**src/rtl/reg_bank_arbiter.sv**
```systemverilog
// reg_bank_arbiter: round-robin arbiter serialising two requesters onto a 4x16 register bank
module reg_bank_arbiter (
  input  logic        clk,
  input  logic        reset,
  input  logic        req0,
  input  logic        req1,
  input  logic        wr0,
  input  logic        wr1,
  input  logic [1:0]  addr0,
  input  logic [1:0]  addr1,
  input  logic [15:0] wdata0,
  input  logic [15:0] wdata1,
  output logic        gnt0,
  output logic        gnt1,
  output logic        done0,
  output logic        done1,
  output logic [15:0] rdata0,
  output logic [15:0] rdata1,
  output logic [63:0] dbg_q
);
  typedef enum logic {IDLE, ACCESS} state_t;
  state_t state, state_nxt;
  logic pri, cur_id, cur_wr, win, start, win_wr;
  logic [1:0] cur_addr, win_addr;
  logic [15:0] cur_wdata, win_wdata;
  logic [15:0] bank [4];
  logic [3:0] we;
  always_comb begin
    start = req0 | req1;
    win = (req0 & req1) ? pri : req1;
    win_wr = win ? wr1 : wr0;
    win_addr = win ? addr1 : addr0;
    win_wdata = win ? wdata1 : wdata0;
    state_nxt = (state == ACCESS) ? IDLE : (start ? ACCESS : IDLE);
    we = (state == ACCESS && cur_wr) ? 4'b0001 << cur_addr : 4'b0000;
  end
  always_ff @(posedge clk or posedge reset)
    if (reset) state <= IDLE;
    else state <= state_nxt;
  // Command is captured on the IDLE->ACCESS edge; inputs are ignored during ACCESS
  always_ff @(posedge clk or posedge reset)
    if (reset) begin
      pri <= 1'b0;
      cur_id <= 1'b0;
      cur_wr <= 1'b0;
      cur_addr <= 2'd0;
      cur_wdata <= 16'd0;
      gnt0 <= 1'b0;
      gnt1 <= 1'b0;
      rdata0 <= 16'd0;
      rdata1 <= 16'd0;
    end else if (state == IDLE && start) begin
      cur_id <= win;
      cur_wr <= win_wr;
      cur_addr <= win_addr;
      cur_wdata <= win_wdata;
      gnt0 <= ~win;
      gnt1 <= win;
      if (!win_wr && !win) rdata0 <= bank[win_addr];
      if (!win_wr && win) rdata1 <= bank[win_addr];
    end else if (state == ACCESS) begin
      gnt0 <= 1'b0;
      gnt1 <= 1'b0;
      pri <= ~cur_id;
    end
  always_ff @(posedge clk or posedge reset)
    if (reset) for (int i = 0; i < 4; i++) bank[i] <= 16'd0;
    else for (int i = 0; i < 4; i++) if (we[i]) bank[i] <= cur_wdata;
  assign done0 = gnt0;
  assign done1 = gnt1;
  assign dbg_q = {bank[3], bank[2], bank[1], bank[0]};
endmodule
```
**config.mk**
```make
export PLATFORM = sky130hd
export DESIGN_NAME = reg_bank_arbiter
export DESIGN_NICKNAME = d
export VERILOG_FILES = /design/src/rtl/reg_bank_arbiter.sv
export SDC_FILE = /design/constraint.sdc
export NUM_CORES = 1
export LEC_CHECK = 0
export ABC_AREA = 1
export ABC_CLOCK_PERIOD_IN_PS = 3700
export BUFFER_PORTS_ARGS = -buffer_cell sky130_fd_sc_hd__buf_2
export CORE_MARGIN = 2
export CORE_UTILIZATION = 52
export CTS_CLUSTER_SIZE = 12
export DETAILED_ROUTE_END_ITERATION = 8
export GPL_ROUTABILITY_DRIVEN = 0
export PLACE_DENSITY = 0.79
export SYNTH_ARGS = -nofsm -noshare
export SYNTH_HDL_FRONTEND = slang
export SYNTH_SLANG_ARGS = --single-unit
```
**constraint.sdc**
```tcl
create_clock -name clk -period 3.7 [get_ports clk]
set_input_delay 0.185 -clock clk [delete_from_list [all_inputs] [get_ports clk]]
set_output_delay 0.185 -clock clk [all_outputs]
set_load 0.02 [all_outputs]
```
==> results of run 1 <==
placed cells by master, fill, tap and decap left out:
cell	n
bufinv_16	1
clkinv_4	1
clkbuf_1	2
nor2_1	19
a21oi_1	17
dfrtp_1	120
o21ai_2	1
inv_4	1
clkbuf_8	5
o21ai_0	53
clkinv_2	5
nor2_2	1
clkbuf_16	16
inv_2	5
dlygate4sd3_1	33
o211ai_1	16
nor3_1	1
nand2_1	174
nand3_1	116
nor2_4	2
inv_1	27
nand2_2	6
a21oi_2	1
buf_2	141
buf_4	3
clkinvlp_4	1
layer usage:
metal / up-vias / part of all wire / GRT usage / routed length [um]
li1: 2288 / - / - / -
met1: 2267 / 0.42 / 0.373 / 6090
met2: 218 / 0.48 / 0.432 / 6900
met3: 36 / 0.076 / 0.0755 / 1100
met4: 0 / 0.026 / 0.111 / 375
met5: - / 0 / 0 / 0
registers in the layout, summed over array words and instances (netlist names):
name	count
cur_wdata	16
rdata1	16
pri	1
cur_id	1
cur_wr	1
done1	1
state	1
cur_addr	2
done0	1
rdata0	16
dbg_q	64
worst max-delay path: stages (launching register included):
cell and delay, ps:
dfrtp_1 370, inv_1 80, nand2_1 100, nand3_1 480, buf_4 350, nand2_2 260
nand2_1 150, nand3_1 120, nand3_1 130, nand2_1 50
power breakdown:
part / internal [mW] / switching, mW
clock: 0.952 / 0.568
combinational: 0.766 / 1.51
sequential: 1.87 / 0.430
total: 3.58 / 2.50
kinds of logic (layout without fill, tap and decap cells):
kind of cell | count (synthesis) | in the layout | synth area share
AO/OA/AOI/OAI | 88 | 88 | 0.0947
buffers and inverters | 66 | 241 | 0.0556
flip-flops | 120 | 120 | 0.583
AND/OR/NAND/NOR | 319 | 319 | 0.267
metrics by stage:
step / power, mW / util / setup slack (ps)
finish: 6.09 / 0.699 / 1470
global placement: 4.39 / 0.608 / 1630
global route: 6.41 / 0.699 / 1220
CTS: 6.07 / 0.699 / 1540
detailed placement: 4.46 / 0.608 / 1560
floorplan: 3.62 / - / 329
path summary, 6_finish.rpt:
kind	end	slack (ps)	cells past startpoint
setup / recovery	rdata0[15]	1470	9
hold / removal	done1	20	4
setup reg to reg	rdata0[15]	1470	9
hold reg to reg	cur_id	460	2
max in group asynchronous	dbg_q[6]	2210	4
min in group asynchronous	rdata1[14]	470	3
area by class of cell:
type	instances	area, sq um	share of cell area
Tap cell	133	166	0.0246
Clock inverter	8	71.3	0.0105
Inverter	33	126	0.0187
Sequential cell	120	3000	0.444
Multi-Input combinational cell	407	1860	0.276
Clock buffer	23	477	0.0705
Timing Repair Buffer	177	1060	0.156
==> reports/metrics.cfg, run 1 <==
[clock_tree]
cts.repair.resized=0
clk_latency_ps=530
cts_buffer_depth=2
cts_buffers=17
clkTransAtPathRegs_ps=60
clock_sinks=120
holdBufCountCts=33
post_cts_buffers=0
clockRootBuffer=clkbuf_8
cts_tree=built
cts_max_level=4

[detailed_routing]
viasPerCell=5.34
num_vias=4809
wl_per_cell_um=16.0
wl_mm=14.5
first_pass_iters=6
postRouteAntennaNets=0
route.detailed.drc=0
drtIter0Drc=390

[timing]
setup_tns_ps=0
hold_violations=0
min_period_ps=2230
relSlewSlack=0.248
fin_crit_sh=0.603
rsz0062_at_grt=no
setup_viol=0
worstMarginPinSlew_ps=1130
fmax_mhz=448
fin_worst_hold_slack_ps=20.2
clock_skew_ps=4.61
report.final.slew_viol_count=0

[logic_synthesis]
synth_top_area_frac=0.583
synth_most_common_cell=nand2_1
yosys-top-cells-area=dfrtp_1 (58%), nand2_1 (13%), nand3_1 (11%)
synth_async_sr_flop_share=1.00
synthTopCellsByCount=nand2_1 (174), dfrtp_1 (120), nand3_1 (116), o21ai_0 (53), inv_1 (28)
synth_nets=635
synth_seq_cells=120
synth_edf_count=0
syn_inst=593
post-synth-top-area-cell=dfrtp_1
syn_area_sq_um=5150
synth_area_per_cell_sq_um=8.69
synth_cell_types=17
ys_seq_area_frac=0.583
synthFlopType=dfrtp_1
yosys_warnings=0

[finish]
drive_above_1_share=0.247
fin_cells=901
fin_nets=798
n_fill_cell=722
syn_to_final_growth_pct=31.4
final_area_sq_um=6770
n_antenna_cell=0

[setup_path]
worstSetupEndpointType=flop
cp.required_ps=4120
crit_path_start=pri
r2r_start=pri
worst_setup_path_start_kind=flop
path_class=flop to flop
path_max_fanout=17
crit_arrival_ps=2650

[floorplanning]
die_w_um=104
rows=36
ioPinCount=142
initial_utilization=0.532
die_area_sq_um=10700
core_sq_um=9680
die_h_um=104

[power]
p_per_area_nw_per_um2=900
peakVddDrop_v=0.000412
leakage_nw=3.49

[hold_path]
hold_path.class=primary input to flop
min_from=req0

[grt]
first_global_vias=4676
grt_first_pass_wirelength_mm=23.7
gr-total-overflow=0
grt_max_degree=91
grt_use_total=0.278
antenna_found_initial=0

[placed_design]
port-buffer-count=141
place_inst=837
placed_cell_area_sq_um=5890
detailed_place_hpwl_mm=9.72

[job]
maxCapViolCount=0

[outcome]
status=finished clean

No activity file was read; power rests on OpenSTA's default activity.
==> run 2: changes to the inputs <==
--- a/config.mk
+++ b/config.mk
@@ -6,14 +6,14 @@
 export NUM_CORES = 1
 export LEC_CHECK = 0
 export ABC_AREA = 1
-export ABC_CLOCK_PERIOD_IN_PS = 3700
+export ABC_CLOCK_PERIOD_IN_PS = 1910
 export BUFFER_PORTS_ARGS = -buffer_cell sky130_fd_sc_hd__buf_2
 export CORE_MARGIN = 2
-export CORE_UTILIZATION = 52
+export CORE_UTILIZATION = 47
 export CTS_CLUSTER_SIZE = 12
 export DETAILED_ROUTE_END_ITERATION = 8
 export GPL_ROUTABILITY_DRIVEN = 0
-export PLACE_DENSITY = 0.79
+export PLACE_DENSITY = 0.76
 export SYNTH_ARGS = -nofsm -noshare
 export SYNTH_HDL_FRONTEND = slang
 export SYNTH_SLANG_ARGS = --single-unit
==> constraint.sdc (replaced) <==
create_clock -name clk -period 1.91 [get_ports clk]
set_input_delay 0.0955 -clock clk [delete_from_list [all_inputs] [get_ports clk]]
set_output_delay 0.0955 -clock clk [all_outputs]
set_load 0.02 [all_outputs]
==> run 2 against run 1 <==
Compared with the run above: sequential power up 93%; register-to-register slack got worse by 1200 ps; setup slack worse by 1200 ps; critical path depth decreased by 2; maximum frequency up 32%; clock power is 110% higher; count of clock-buffer cells in the layout did not move; power is 97% higher; die area up 10%; first-iteration DRC count grew 10%; via count grew 1.5%; clock skew rose by 0.59 ps; largest cell class unchanged; highest routed layer unchanged.
==> reports/metrics.cfg, run 2 (synthesized netlist as in run 1, its figures left out) <==
[finish]
fin_cells=919  ; was 901
largest_register_ffs=64  ; unchanged
final_common_cell=nand2_1  ; unchanged
n_antenna_cell=0  ; unchanged
fin_nets=808  ; was 798
final_cell_mix=nand2_1 (174), buf_2 (141), dfrtp_1 (120)  ; unchanged
drive_above_1_share=0.257  ; was 0.247
syn_to_final_growth_pct=34.8  ; was 31.4%

[grt]
grt_max_degree=56  ; was 91
antenna_found_initial=0  ; unchanged
first_global_vias=4633  ; was 4676
gr-total-overflow=0  ; unchanged
grt_first_pass_wirelength_mm=23.2  ; was 23.7 mm
grt_use_total=0.258  ; was 0.278

[setup_path]
cp_num_buf_inv=1  ; was 2
max_stage_delay_ps=470  ; was 480 ps
endpoint=rdata1[14]  ; was rdata0[15]
cp.required_ps=2330  ; was 4120 ps
crit_family=simple AND/OR/NAND/NOR gates  ; unchanged
rrSetupSlack_ps=220  ; was 1470 ps
crit_cells=7  ; was 9
worst_setup_path_start_kind=flop  ; unchanged
path_max_fanout=17  ; unchanged
path_class=flop to flop  ; unchanged
crit_path_start=pri  ; unchanged
r2r-end=rdata1[14]  ; was rdata0[15]
worstPathCellList=inv_1 > nand2_1 > nand2_2 > o21ai_4 > nand3_1 > nand3_1 > nand2_1  ; was inv_1 > nand2_1 > nand3_1 > buf_4 > nand2_2 > nand2_1 > nand3_1 > nand3_1 > nand2_1
r2r_cells=7  ; was 9
crit_arrival_ps=2100  ; was 2650 ps
r2r_start=pri  ; unchanged
critPathSlowestCell=o21ai_4  ; was nand3_1
worstSetupEndpointType=flop  ; unchanged

[detailed_routing]
viasPerCell=5.31  ; was 5.34
drtIter0Drc=430  ; was 390
wl_mm=14.7  ; was 14.5 mm
num_vias=4880  ; was 4809
postRouteAntennaNets=0  ; unchanged
route.detailed.drc=0  ; unchanged
first_pass_iters=5  ; was 6
wl_per_cell_um=16.0  ; about the same

[clock_tree]
clock_sinks=120  ; unchanged
cts_tree=built  ; unchanged
post_cts_buffers=0  ; unchanged
cts_buffer_depth=2  ; unchanged
cts_max_level=4  ; unchanged
clockRootBuffer=clkbuf_8  ; unchanged
clkTransAtPathRegs_ps=60  ; about the same
cts_buffers=17  ; unchanged
clk_latency_ps=530  ; about the same

[placed_design]
detailed_place_hpwl_mm=10.2  ; was 9.72 mm
port-buffer-count=141  ; unchanged
place_inst=852  ; was 837

[timing]
min_period_ps=1690  ; was 2230 ps
setup_tns_ps=0  ; unchanged
rsz0062_at_grt=no  ; unchanged
hold_violations=0  ; unchanged
setup_viol=0  ; unchanged
clock_skew_ps=5.19  ; was 4.61 ps
fmax_mhz=593  ; was 448 MHz
relSlewSlack=0.571  ; was 0.248
worstMarginPinSlew_ps=642  ; was 1130 ps
report.final.slew_viol_count=0  ; unchanged
fin_crit_sh=0.883  ; was 0.603
fin_worst_hold_slack_ps=82.5  ; was 20.2 ps

[hold_path]
hold_depth=5  ; was 4
hold_path.class=primary input to flop  ; unchanged

[floorplanning]
core_sq_um=10700  ; was 9680 sq um
die_h_um=109  ; was 104 um
ioPinCount=142  ; unchanged
rows=38  ; was 36
initial_utilization=0.479  ; was 0.532
die_area_sq_um=11800  ; was 10700 sq um
die_w_um=109  ; was 104 um

[power]
p_per_area_nw_per_um2=1720  ; was 900 nW/um^2
peakVddDrop_v=0.000619  ; was 0.000412 V
power.total_mw=12.0  ; was 6.09 mW
leakage_nw=3.57  ; was 3.49 nW

[outcome]
status=finished clean  ; unchanged

[job]
maxCapViolCount=0  ; unchanged

## run 2: cell count changes in the layout (fill, tap and decap cells not counted)
cell,change
nand3_2,+1
o21ai_4,+1
nand3_1,-1
clkinv_4,-1
buf_12,+2
inv_4,-1
o21ai_2,-1
dlygate4sd3_1,+2
buf_4,+6
clkinv_2,+1
bufinv_16,+2
## run 2: cell type report
type	count	area [sq um]
Fill cell	899	3800
Sequential cell	120	3000
Multi-Input combinational cell	407	1880
Timing Repair Buffer	187	1160
Clock buffer	23	477
Tap cell	140	175
Inverter	33	128
Clock inverter	9	120
## run 2: how the worst min path moves through the flow
stage	startpoint	endpoint	slack, ps
2_1_floorplan	wdata0[0]	cur_wdata[0]	230
3_3_place_gp	reset	rdata1[13]	210
3_5_place_dp	reset	rdata1[13]	210
4_1_cts	wr1	rdata1[12]	80
5_1_grt	wr1	rdata1[12]	90
6_report	wr1	rdata1[12]	80
## run 2: through the flow
stage / instance area [sq um] / setup WS [ps] / util
2_1_floorplan: 5150 / 345 / -
3_3_place_gp: 5980 / 174 / 0.557
3_5_place_dp: 5980 / 72.2 / 0.557
4_1_cts: 6930 / 45.7 / 0.645
5_1_grt: 6940 / 85.1 / 0.646
6_report: 6940 / 223 / 0.646
## run 2: per-layer routing
| layer | routed length (um) | GRT usage | part of all wire |
|---|---|---|---|
| met3 | 1040 | 0.0592 | 0.071 |
| met2 | 6820 | 0.393 | 0.46 |
| met4 | 333 | 0.114 | 0.023 |
| met5 | 0 | 0 | 0 |
| met1 | 6480 | 0.355 | 0.44 |
## run 2: timing repair
action / in CTS / in global routing
endpoints found under the hold margin: 43 / 0
resized for setup: 0 / 2
hold buffers: 35 / 0
endpoints found under the setup margin: 0 / 32
## run 2: tightest hold or removal path, delay by kind of cell
kind          cells  cell delay [ps]
buf+inv           2              290
simple gates      3              180
## run 2: power by group
group          total, mW  switching, mW  internal, mW
clock network       3.21           1.10          2.11
logic               4.32           2.88          1.44
registers           4.44          0.823          3.61
total               12.0           4.81          7.16
